**config.mk**
```make
export PLATFORM = sky130hd
export DESIGN_NAME = uart_tx_feeder
export DESIGN_NICKNAME = d
export VERILOG_FILES = /design/src/rtl/uart_tx_pkg.sv /design/src/rtl/uart_tx_feeder_sync_fifo.sv /design/src/rtl/uart_tx_feeder.sv
export SDC_FILE = /design/constraint.sdc
export NUM_CORES = 1
export LEC_CHECK = 0
export BUFFER_PORTS_ARGS = -buffer_cell sky130_fd_sc_hd__buf_2
export CAP_MARGIN = 15
export CORE_ASPECT_RATIO = 1.1
export CORE_MARGIN = 4
export CORE_UTILIZATION = 40
export CTS_BUF_LIST = sky130_fd_sc_hd__clkbuf_4 sky130_fd_sc_hd__clkbuf_8
export DETAILED_ROUTE_END_ITERATION = 16
export GPL_ROUTABILITY_DRIVEN = 0
export GPL_TIMING_DRIVEN = 0
export HOLD_SLACK_MARGIN = 0.02
export SLEW_MARGIN = 20
export SYNTH_ARGS = -nofsm -noshare
export SYNTH_HDL_FRONTEND = slang
export SYNTH_SLANG_ARGS = --single-unit
```
**constraint.sdc**
```tcl
create_clock -name clk -period 5.5 [get_ports clk]
set_input_delay 1.1 -clock clk [delete_from_list [all_inputs] [get_ports clk]]
set_output_delay 1.1 -clock clk [all_outputs]
set_load 0.005 [all_outputs]
```
**src/rtl/uart_tx_pkg.sv**
```systemverilog
// Shared definitions for the UART TX path: feeder state encoding and the
// default character width.
package uart_tx_pkg;

  localparam int UART_DATA_WIDTH = 8;

  // Encoding is fixed so the TX FSM package can reference the same constants.
  typedef enum logic [1:0] {
    IDLE      = 2'd0,
    LAUNCH    = 2'd1,
    WAIT_BUSY = 2'd2,
    WAIT_DONE = 2'd3
  } feeder_state_e;

endpackage : uart_tx_pkg

```
**src/rtl/uart_tx_feeder_sync_fifo.sv**
```systemverilog
// Single-clock FIFO with occupancy count and a registered overflow pulse.
// A write while full is dropped even if a pop happens in the same cycle.
module sync_fifo #(
  parameter int DATA_WIDTH = 8,
  parameter int DEPTH      = 16
) (
  input  logic                     clk,
  input  logic                     rst,
  input  logic                     wr_en_i,
  input  logic [DATA_WIDTH-1:0]    wr_data_i,
  input  logic                     rd_en_i,
  output logic [DATA_WIDTH-1:0]    rd_data_o,
  output logic                     full_o,
  output logic                     empty_o,
  output logic [$clog2(DEPTH):0]   count_o,
  output logic                     overflow_o
);

  localparam int AW = $clog2(DEPTH);
  localparam int CW = AW + 1;

  logic [DATA_WIDTH-1:0] mem_q [DEPTH];
  logic [AW-1:0]         wr_ptr_q, wr_ptr_d;
  logic [AW-1:0]         rd_ptr_q, rd_ptr_d;
  logic [CW-1:0]         count_q,  count_d;
  logic                  overflow_q, overflow_d;
  logic                  wr_accept;
  logic                  rd_accept;

  assign full_o     = (count_q == CW'(DEPTH));
  assign empty_o    = (count_q == '0);
  assign count_o    = count_q;
  assign overflow_o = overflow_q;
  assign rd_data_o  = mem_q[rd_ptr_q];

  assign wr_accept = wr_en_i && !full_o;
  assign rd_accept = rd_en_i && !empty_o;

  always_comb begin
    wr_ptr_d   = wr_accept ? wr_ptr_q + AW'(1) : wr_ptr_q;
    rd_ptr_d   = rd_accept ? rd_ptr_q + AW'(1) : rd_ptr_q;
    overflow_d = wr_en_i && full_o;
    unique case ({wr_accept, rd_accept})
      2'b10:   count_d = count_q + CW'(1);
      2'b01:   count_d = count_q - CW'(1);
      default: count_d = count_q;
    endcase
  end

  // NOTE: sequential state uses non-blocking assignments so every register
  // samples the pre-edge value of its inputs, independent of block order.
  always_ff @(posedge clk) begin
    if (!rst) begin
      wr_ptr_q   <= '0;
      rd_ptr_q   <= '0;
      count_q    <= '0;
      overflow_q <= 1'b0;
    end else begin
      wr_ptr_q   <= wr_ptr_d;
      rd_ptr_q   <= rd_ptr_d;
      count_q    <= count_d;
      overflow_q <= overflow_d;
    end
  end

  // NOTE: storage is deliberately not reset; the count and pointers decide
  // what is valid, and leaving the array reset-free lets it map to RAM.
  always_ff @(posedge clk) begin
    if (wr_accept) begin
      mem_q[wr_ptr_q] <= wr_data_i;
    end
  end

endmodule : sync_fifo

```
**src/rtl/uart_tx_feeder.sv**
```systemverilog
// Byte buffer in front of the UART TX FSM: queues system writes and launches
// one byte per frame, retrying a launch whose busy acknowledge never arrives.
module uart_tx_feeder
  import uart_tx_pkg::*;
#(
  parameter int DATA_WIDTH  = UART_DATA_WIDTH,
  parameter int DEPTH       = 16,
  parameter int ACK_TIMEOUT = 4
) (
  input  logic                   clk,
  input  logic                   rst,
  input  logic                   wr_en,
  input  logic [DATA_WIDTH-1:0]  wr_data,
  output logic                   full,
  output logic                   empty,
  output logic [$clog2(DEPTH):0] fifo_count,
  output logic                   overflow,
  input  logic                   tx_busy,
  output logic                   tx_data_valid,
  output logic [DATA_WIDTH-1:0]  tx_p_data,
  output logic                   ack_err
);

  localparam int                CNT_W   = $clog2(ACK_TIMEOUT);
  localparam logic [CNT_W-1:0]  TO_LAST = CNT_W'(ACK_TIMEOUT - 1);

  feeder_state_e         state_q, state_d;
  logic [CNT_W-1:0]      cnt_q, cnt_d;
  logic [DATA_WIDTH-1:0] p_data_q, p_data_d;
  logic                  valid_q, valid_d;
  logic                  ack_err_q, ack_err_d;
  logic                  pop;
  logic                  timeout;
  logic [DATA_WIDTH-1:0] head_data;

  sync_fifo #(
    .DATA_WIDTH (DATA_WIDTH),
    .DEPTH      (DEPTH)
  ) u_fifo (
    .clk        (clk),
    .rst        (rst),
    .wr_en_i    (wr_en),
    .wr_data_i  (wr_data),
    .rd_en_i    (pop),
    .rd_data_o  (head_data),
    .full_o     (full),
    .empty_o    (empty),
    .count_o    (fifo_count),
    .overflow_o (overflow)
  );

  assign tx_data_valid = valid_q;
  assign tx_p_data     = p_data_q;
  assign ack_err       = ack_err_q;

  always_ff @(posedge clk) begin
    if (!rst) begin
      state_q <= IDLE;
    end else begin
      state_q <= state_d;
    end
  end

  // NOTE: every combinational output gets a default before the case, so no
  // path leaves it unassigned and no latch is inferred.
  always_comb begin
    state_d = state_q;
    unique case (state_q)
      IDLE:      if (!empty && !tx_busy) state_d = LAUNCH;
      LAUNCH:    state_d = WAIT_BUSY;
      WAIT_BUSY: begin
        if (tx_busy)              state_d = WAIT_DONE;
        else if (cnt_q == TO_LAST) state_d = LAUNCH;
      end
      WAIT_DONE: if (!tx_busy) state_d = IDLE;
      default:   state_d = IDLE;
    endcase
  end

  always_comb begin
    pop       = (state_q == IDLE) && !empty && !tx_busy;
    timeout   = (state_q == WAIT_BUSY) && !tx_busy && (cnt_q == TO_LAST);
    cnt_d     = cnt_q;
    if (state_q == LAUNCH) begin
      cnt_d = '0;
    end else if ((state_q == WAIT_BUSY) && !tx_busy && !timeout) begin
      cnt_d = cnt_q + CNT_W'(1);
    end
    // Retry relaunches keep the held byte; only a real pop reloads it.
    p_data_d  = pop ? head_data : p_data_q;
    valid_d   = (state_d == LAUNCH);
    ack_err_d = timeout;
  end

  always_ff @(posedge clk) begin
    if (!rst) begin
      cnt_q     <= '0;
      p_data_q  <= '0;
      valid_q   <= 1'b0;
      ack_err_q <= 1'b0;
    end else begin
      cnt_q     <= cnt_d;
      p_data_q  <= p_data_d;
      valid_q   <= valid_d;
      ack_err_q <= ack_err_d;
    end
  end

endmodule : uart_tx_feeder

```
# Yosys cells after proc, flatten, opt, wreduce, memory -nomap -nowiden
# Memories as Yosys holds them, arrays and structs flattened. A register that Yosys moved wholly into a read port is not among the register bits.
# Cells that the tools add are included.
# op_classes
addsub,5
n_eq_ne,8
mux,8
n_bitwise,1
reduce_logical,18
# ops
cell,count
$pmux W5 S2,1
$logic_and A1 B1 Y1,9
$add A4 B1 Y4 const B,2
$eq A2 B2 Y1 const B,4
$mux W2,4
$pmux W2 S4,1
$eq A2 B1 Y1 const B,3
$add A5 B1 Y5 const B,1
$eq A5 B5 Y1 const B,1
$logic_not A1 Y1,5
$logic_not A5 Y1,1
$sub A5 B1 Y5 const B,1
$add A2 B1 Y2 const B,1
$logic_not A2 Y1,1
$mux W1,2
$reduce_bool A2 Y1,1
$reduce_or A2 Y1,1
$not A1 Y1,1
# totals
reg_bits,20
ramBits,128
in_bits,12
output_inout_bits,18
elab_cells,49
n_memories,1
# mem_list
name,depth,word_bits,rd,rd_clocked_by_memory_dff,write_ports,line,text
u_fifo.mem_q,16,8,1,1,1,uart_tx_feeder_sync_fifo.sv:22,logic [DATA_WIDTH-1:0] mem_q [DEPTH];

# Depth between registers and ports, before layout
# logic_depth
ltp_word,7
depth_mapped,14
ltp_nobuf,12

# Modules after synthesis
# From an unflattened synthesis, not the netlist that was laid out.
# hier_totals
cells_unflattened,385
hier_area_um2,6452.4
# by_module_without_submodules
mod,n_inst,cells_per_inst,area_per_inst_um2,seq_area_each_um2
sync_fifo,1,325,5894.4,4204.0
uart_tx_feeder,1,60,558.0,280.3

# Worst setup path after synthesis
# No wires, ideal clock.
# synth_path
path_type,input to register
from,input port tx_busy
to,register u_fifo.count_q[4] (netlist: u_fifo.count_o[4])
setup_time_ps,118
arrival_time_ps,3464
required_time_ps,5382
slack_ps,1918
path_stages,12
path_buffers,2
path_cell_list,or4_1 -> buf_2 -> inv_2 -> buf_6 -> ha_1 -> inv_1 -> fa_1 -> nor2b_1 -> o21ai_0 -> nand3_1 -> or3b_2 -> mux2i_1
# synth_between
elab_chain_len,5
elab_cells_between_ends,7
classes_between,eq/ne: 2; mux: 1; reduce/logical: 4
# synth_rtl
element,line,text
from (decl),uart_tx_feeder.sv:18,"input logic tx_busy,"
$logic_not A1 Y1 *,uart_tx_feeder.sv:81,pop = (state_q == IDLE) && !empty && !tx_busy;
$logic_and A1 B1 Y1 *,uart_tx_feeder.sv:81,
$logic_and A1 B1 Y1 *,uart_tx_feeder_sync_fifo.sv:37,assign rd_accept = rd_en_i && !empty_o;
via u_fifo.rd_accept,uart_tx_feeder_sync_fifo.sv:28,logic rd_accept;
$eq A2 B1 Y1 / $eq A2 B2 Y1 (equally long branches),uart_tx_feeder_sync_fifo.sv:43,"unique case ({wr_accept, rd_accept})"
$pmux W5 S2 / $reduce_bool A2 Y1 (equally long branches),-,
to (signal assigned),uart_tx_feeder_sync_fifo.sv:61,count_q <= count_d;
to (decl),uart_tx_feeder_sync_fifo.sv:25,"logic [CW-1:0] count_q, count_d;"
# Mark *: on every way through the listed nets, which the timed path passes. The rest lies on a longest branch.
# A chain may end at the register's enable or synchronous reset.

# Worst setup path after layout
# Same ends and word-level chain as after synthesis.

==> results_tabular.tex <==
\begin{tabular}{lr}
\hline
Metric & Value \\
\hline
\multicolumn{2}{l}{\textbf{Status}} \\
Outcome & completed \\
\multicolumn{2}{l}{\textbf{Clock tree}} \\
Clk Latency, worst-skew pair & 0.44 ns \\
Clock slew seen by the registers of the worst setup and hold paths & 0.09 ns \\
Clock sink total & 156 \\
Number of buffers inserted for hold repair after clock tree synthesis & 0 \\
Total number of H-tree levels & 4 \\
TritonCTS clock tree & yes \\
Maximum buffer depth of the clock tree & 2 \\
Clock buffer count from CTS & 17 \\
Number of setup buffers added after CTS & 0 \\
CTS Root Cell & sky130\_fd\_sc\_hd\_\_clkbuf\_8 \\
Cells resized by post-CTS repair & 0 \\
\multicolumn{2}{l}{\textbf{Logic synthesis}} \\
Post-synthesis cell type count & 41 \\
Nets in the synthesized netlist & 399 \\
Post-synthesis instance area & 6270 µm² \\
Average cell area after synthesis & 16.7 µm² \\
Area share of the largest cell type after synthesis & 61.3\% \\
Yosys warnings & 0 \\
Gate count after technology mapping & 376 \\
Library cell occupying the most area in the post-synthesis netlist & sky130\_fd\_sc\_hd\_\_edfxtp\_1 \\
Cell types occupying the most area after synthesis & sky130\_fd\_sc\_hd\_\_edfxtp\_1 61\%, sky130\_fd\_sc\_hd\_\_mux4\_2 9.3\%, sky130\_fd\_sc\_hd\_\_dfxtp\_1 8.9\% \\
Share of the yosys chip area belonging to registers & 70.2\% \\
Total of flip-flops plus latches after synthesis & 156 \\
\multicolumn{2}{l}{\textbf{Pwr}} \\
Total power density per cell area & 387 nW/µm² \\
Switching power & 0.784 mW \\
Proportion of power drawn by combinational gates & 19.2\% \\
Max VDD drop & 0.233 mV \\
Power share of the clock group & 29.4\% \\
Leakage power figure & 2.35 nW \\
Fraction of power consumed by sequential logic & 51.4\% \\
Total internal power & 1.95 mW \\
Sw Share & 28.6\% \\
\multicolumn{2}{l}{\textbf{Placed design}} \\
Placed cells & 604 \\
HPWL after DPL & 8450 µm \\
Buffers on Ports & 29 \\
Instance area after placement & 6710 µm² \\
\multicolumn{2}{l}{\textbf{Setup path}} \\
Last element of the critical path & u\_fifo.count\_o[4] \\
Logic depth of the worst register-to-register path & 14 \\
R2R setup slack & 2.06 ns \\
Crit-path leading delay family & simple AND/OR/NAND/NOR gates \\
Maximum single-stage delay on the critical path & 0.53 ns \\
Worst r2r dst & u\_fifo.count\_o[4] \\
Number of cells on the critical path & 13 \\
Dominant cell type by count on the critical path & sky130\_fd\_sc\_hd\_\_buf\_2 \\
Critical-path maximum fanout & 10 \\
Critical path data required time & 5.84 ns \\
Crit path buf inv count & 5 \\
Kind of start point of the critical path & input port \\
Endpoint class of the critical path & flip-flop \\
Critical path origin & tx\_busy \\
Worst flop-to-flop path startpoint & u\_fifo.count\_o[0] \\
Ordered list of cells on the worst path & buf\_2 > or4\_1 > buf\_2 > inv\_2 > buf\_6 > ha\_1 > inv\_1 > fa\_1 > nor2b\_1 > o21ai\_0 > nand3\_1 > or3b\_2 > mux2i\_1 \\
WS Path Type & input port to flip-flop \\
Critical path data arrival time & 3.97 ns \\
Worst path slowest cell & sky130\_fd\_sc\_hd\_\_or4\_1 \\
\multicolumn{2}{l}{\textbf{STA}} \\
Relative slew slack & 35.0\% \\
Post-route clock period utilization & 66.0\% \\
Final setup violation count & 0 \\
Final Hold Violating Endpoints & 0 \\
Worst slew pin tran & 0.971 ns \\
Achievable Freq & 0.276 GHz \\
Largest clock skew in the final design & 0.0120 ns \\
Fin crit period & 3.63 ns \\
Pins Over Slew Limit & 0 \\
Setup repair after global routing missed its margin & false \\
Setup TNS after final layout & 0 ns \\
\multicolumn{2}{l}{\textbf{Floorplan}} \\
Row count & 47 \\
Die W & 127 µm \\
DIE HEIGHT & 139 µm \\
Number of top-level pins & 30 \\
Initial Util & 41.2\% \\
Area of the die & 17800 µm² \\
Area of the placeable core & 15200 µm² \\
\multicolumn{2}{l}{\textbf{Global route}} \\
Antenna violations before repair & 0 \\
Maximum number of pins on one net before global-route repair & 17 \\
Via count of the first global-routing pass & 3443 \\
GRT Total Usage & 14.7\% \\
Wire length of the first global-routing pass & 19400 µm \\
Aggregate global routing overflow & 0 \\
\multicolumn{2}{l}{\textbf{Route}} \\
Number of remaining DRC errors & 0 \\
Final antenna-violating net count & 0 \\
Via count of the routed design & 3303 \\
Wire length reported by the detailed router & 12400 µm \\
Starting DRC count in detailed routing & 173 \\
Vias per cell & 5.19 \\
Routed WL per cell & 19.5 µm \\
First-pass iteration count of the detailed router & 4 \\
\multicolumn{2}{l}{\textbf{Finish}} \\
Layout cell share with drive strength beyond 1 & 25.0\% \\
Diode count & 0 \\
Fin area & 7080 µm² \\
Final cell count without fillers & 636 \\
Relative area change from synthesis to final layout & 12.8\% \\
Nets@finish & 450 \\
\multicolumn{2}{l}{\textbf{Worst hold path}} \\
Worst min-delay path category & flip-flop to flip-flop \\
\multicolumn{2}{l}{\textbf{Flow run}} \\
Count of maximum capacitance violations & 0 \\
\hline
\end{tabular}
==> registers in the layout (all words and copies together), names as in the netlist <==
register and count:
state_q 2, u_fifo.wr_ptr_q 4, cnt_q 2, tx_data_valid 1
u_fifo.mem_q 128, u_fifo.overflow_o 1, ack_err 1, u_fifo.count_o 5
tx_p_data 8, u_fifo.rd_ptr_q 4
==> final cells by class <==
| type | count | area (µm²) |
|---|---|---|
| plain buffers | 19 | 88.8 |
| inverters | 11 | 41.3 |
| clock buffers | 17 | 234 |
| clock inverters | 15 | 139 |
| flip-flops and latches | 156 | 4400 |
| well taps | 196 | 245 |
| fillers | 1318 | 8150 |
| repair buffers | 32 | 168 |
| multi-input cells | 190 | 1760 |
==> power groups by stage <==
stage | combinational (mW) | sequential [mW] | clock (mW)
finish | 0.524 | 1.41 | 0.805
global route | 0.586 | 1.42 | 0.884
floorplan | 0.358 | 1.43 | 0
CTS | 0.534 | 1.41 | 0.832
global placement | 0.509 | 1.43 | 0
detailed placement | 0.532 | 1.44 | 0
==> synth_stat cells <==
| master | instances |
|---|---|
| sky130_fd_sc_hd__a21boi_1 | 1 |
| sky130_fd_sc_hd__nand3b_4 | 1 |
| sky130_fd_sc_hd__nor2b_1 | 3 |
| sky130_fd_sc_hd__and2_4 | 1 |
| sky130_fd_sc_hd__o32ai_1 | 2 |
| sky130_fd_sc_hd__buf_2 | 8 |
| sky130_fd_sc_hd__ha_1 | 10 |
| sky130_fd_sc_hd__nor4_2 | 1 |
| sky130_fd_sc_hd__mux2i_1 | 26 |
| sky130_fd_sc_hd__inv_2 | 1 |
| sky130_fd_sc_hd__and3_1 | 1 |
| sky130_fd_sc_hd__o31a_1 | 1 |
| sky130_fd_sc_hd__nand3_1 | 8 |
| sky130_fd_sc_hd__nor2_1 | 21 |
| sky130_fd_sc_hd__and2_1 | 10 |
| sky130_fd_sc_hd__or3b_2 | 2 |
| sky130_fd_sc_hd__inv_1 | 10 |
| sky130_fd_sc_hd__a31oi_1 | 4 |
| sky130_fd_sc_hd__nand2_1 | 20 |
| sky130_fd_sc_hd__fa_1 | 1 |
| sky130_fd_sc_hd__o22ai_1 | 4 |
| sky130_fd_sc_hd__or4_1 | 1 |
| sky130_fd_sc_hd__buf_6 | 1 |
| sky130_fd_sc_hd__a21o_1 | 1 |
| sky130_fd_sc_hd__buf_1 | 1 |
| sky130_fd_sc_hd__nand3_2 | 1 |
| sky130_fd_sc_hd__xor2_1 | 2 |
| sky130_fd_sc_hd__nand2b_1 | 4 |
| sky130_fd_sc_hd__o221ai_1 | 6 |
| sky130_fd_sc_hd__o21ai_0 | 8 |
| sky130_fd_sc_hd__nor3_1 | 5 |
| sky130_fd_sc_hd__or3_1 | 1 |
| sky130_fd_sc_hd__xnor2_1 | 8 |
| sky130_fd_sc_hd__a21boi_0 | 2 |
| sky130_fd_sc_hd__dfxtp_1 | 28 |
| sky130_fd_sc_hd__mux4_2 | 26 |
| sky130_fd_sc_hd__a21oi_1 | 4 |
| sky130_fd_sc_hd__edfxtp_1 | 128 |
| sky130_fd_sc_hd__nand3b_1 | 2 |
| sky130_fd_sc_hd__nand4_1 | 2 |
| sky130_fd_sc_hd__clkbuf_1 | 9 |
==> metal layers <==
layer  vias up  track usage [%]  wire length [µm]
met5         -                0                 0
met4         0             5.76               194
met3        15             4.14               570
met2        78             24.5              6390
met1      1658             18.1              5250
li1       1552                -                 -
==> cell families (layout without fill, tap and decap cells) <==
logic type	after synthesis	count (layout)	share of synthesized area [%]
AOI/OAI and AO/OA	33	33	3.49
adders and majority gates	11	11	2.31
and+or+nand+nor	84	84	7.04
xor gates and xnor gates	10	10	1.40
buffers and inverters	30	94	2.07
muxes	52	52	13.5
DFF	156	156	70.2
==> metrics by stage <==
stage,power [mW],hold slack [ns],utilization (%),setup WS (ns)
after detailed placement,1.97,0.504,44.0,1.43
after CTS,2.78,0.526,46.5,1.92
after global placement,1.94,0.482,43.8,1.55
final,2.74,0.517,46.5,1.87
after global routing,2.89,0.557,46.5,1.73
after floorplan,1.78,0.465,-,1.92
==> worst min path at each step <==
| stage | to | slack (ns) | cells after the start | start |
|---|---|---|---|---|
| 2_1_floorplan | cnt_q[1] | 0.46 | 2 | cnt_q[1] |
| 3_3_place_gp | cnt_q[1] | 0.48 | 2 | cnt_q[1] |
| 3_5_place_dp | tx_p_data[0] | 0.50 | 2 | tx_p_data[0] |
| 4_1_cts | cnt_q[1] | 0.53 | 2 | cnt_q[1] |
| 5_1_grt | tx_p_data[7] | 0.56 | 2 | tx_p_data[7] |
| 6_report | tx_p_data[1] | 0.52 | 2 | tx_p_data[1] |
==> tightest hold or removal path: stages, from the launching register on <==
cell                       delay (ns)
sky130_fd_sc_hd__dfxtp_1         0.35
sky130_fd_sc_hd__nand3_1         0.07
sky130_fd_sc_hd__o221ai_1        0.07
==> cell usage in the layout (no fill, tap or decap), types with 2 or more instances in the layout <==
cell / n
sky130_fd_sc_hd__o22ai_1: 4
sky130_fd_sc_hd__inv_1: 10
sky130_fd_sc_hd__clkbuf_1: 9
sky130_fd_sc_hd__nand4_1: 2
sky130_fd_sc_hd__inv_6: 4
sky130_fd_sc_hd__clkinv_4: 2
sky130_fd_sc_hd__nand2b_1: 4
sky130_fd_sc_hd__clkbuf_8: 17
sky130_fd_sc_hd__clkinvlp_4: 4
sky130_fd_sc_hd__xor2_1: 2
sky130_fd_sc_hd__nand3b_1: 2
sky130_fd_sc_hd__a21oi_1: 4
sky130_fd_sc_hd__nor3_2: 4
sky130_fd_sc_hd__mux4_2: 26
sky130_fd_sc_hd__and2_1: 10
sky130_fd_sc_hd__o21ai_0: 8
sky130_fd_sc_hd__buf_4: 3
sky130_fd_sc_hd__nand2_1: 20
sky130_fd_sc_hd__o221ai_1: 6
sky130_fd_sc_hd__xnor2_1: 8
sky130_fd_sc_hd__edfxtp_1: 128
sky130_fd_sc_hd__nand3_1: 8
sky130_fd_sc_hd__dfxtp_1: 28
sky130_fd_sc_hd__nor2_1: 21
sky130_fd_sc_hd__o32ai_1: 2
sky130_fd_sc_hd__a31oi_1: 4
sky130_fd_sc_hd__ha_1: 10
sky130_fd_sc_hd__clkinv_2: 3
sky130_fd_sc_hd__buf_2: 37
sky130_fd_sc_hd__mux2i_1: 26
sky130_fd_sc_hd__or3b_2: 2
sky130_fd_sc_hd__nor2b_1: 3
sky130_fd_sc_hd__a21boi_0: 2
Power figures use the tool's default switching activity.
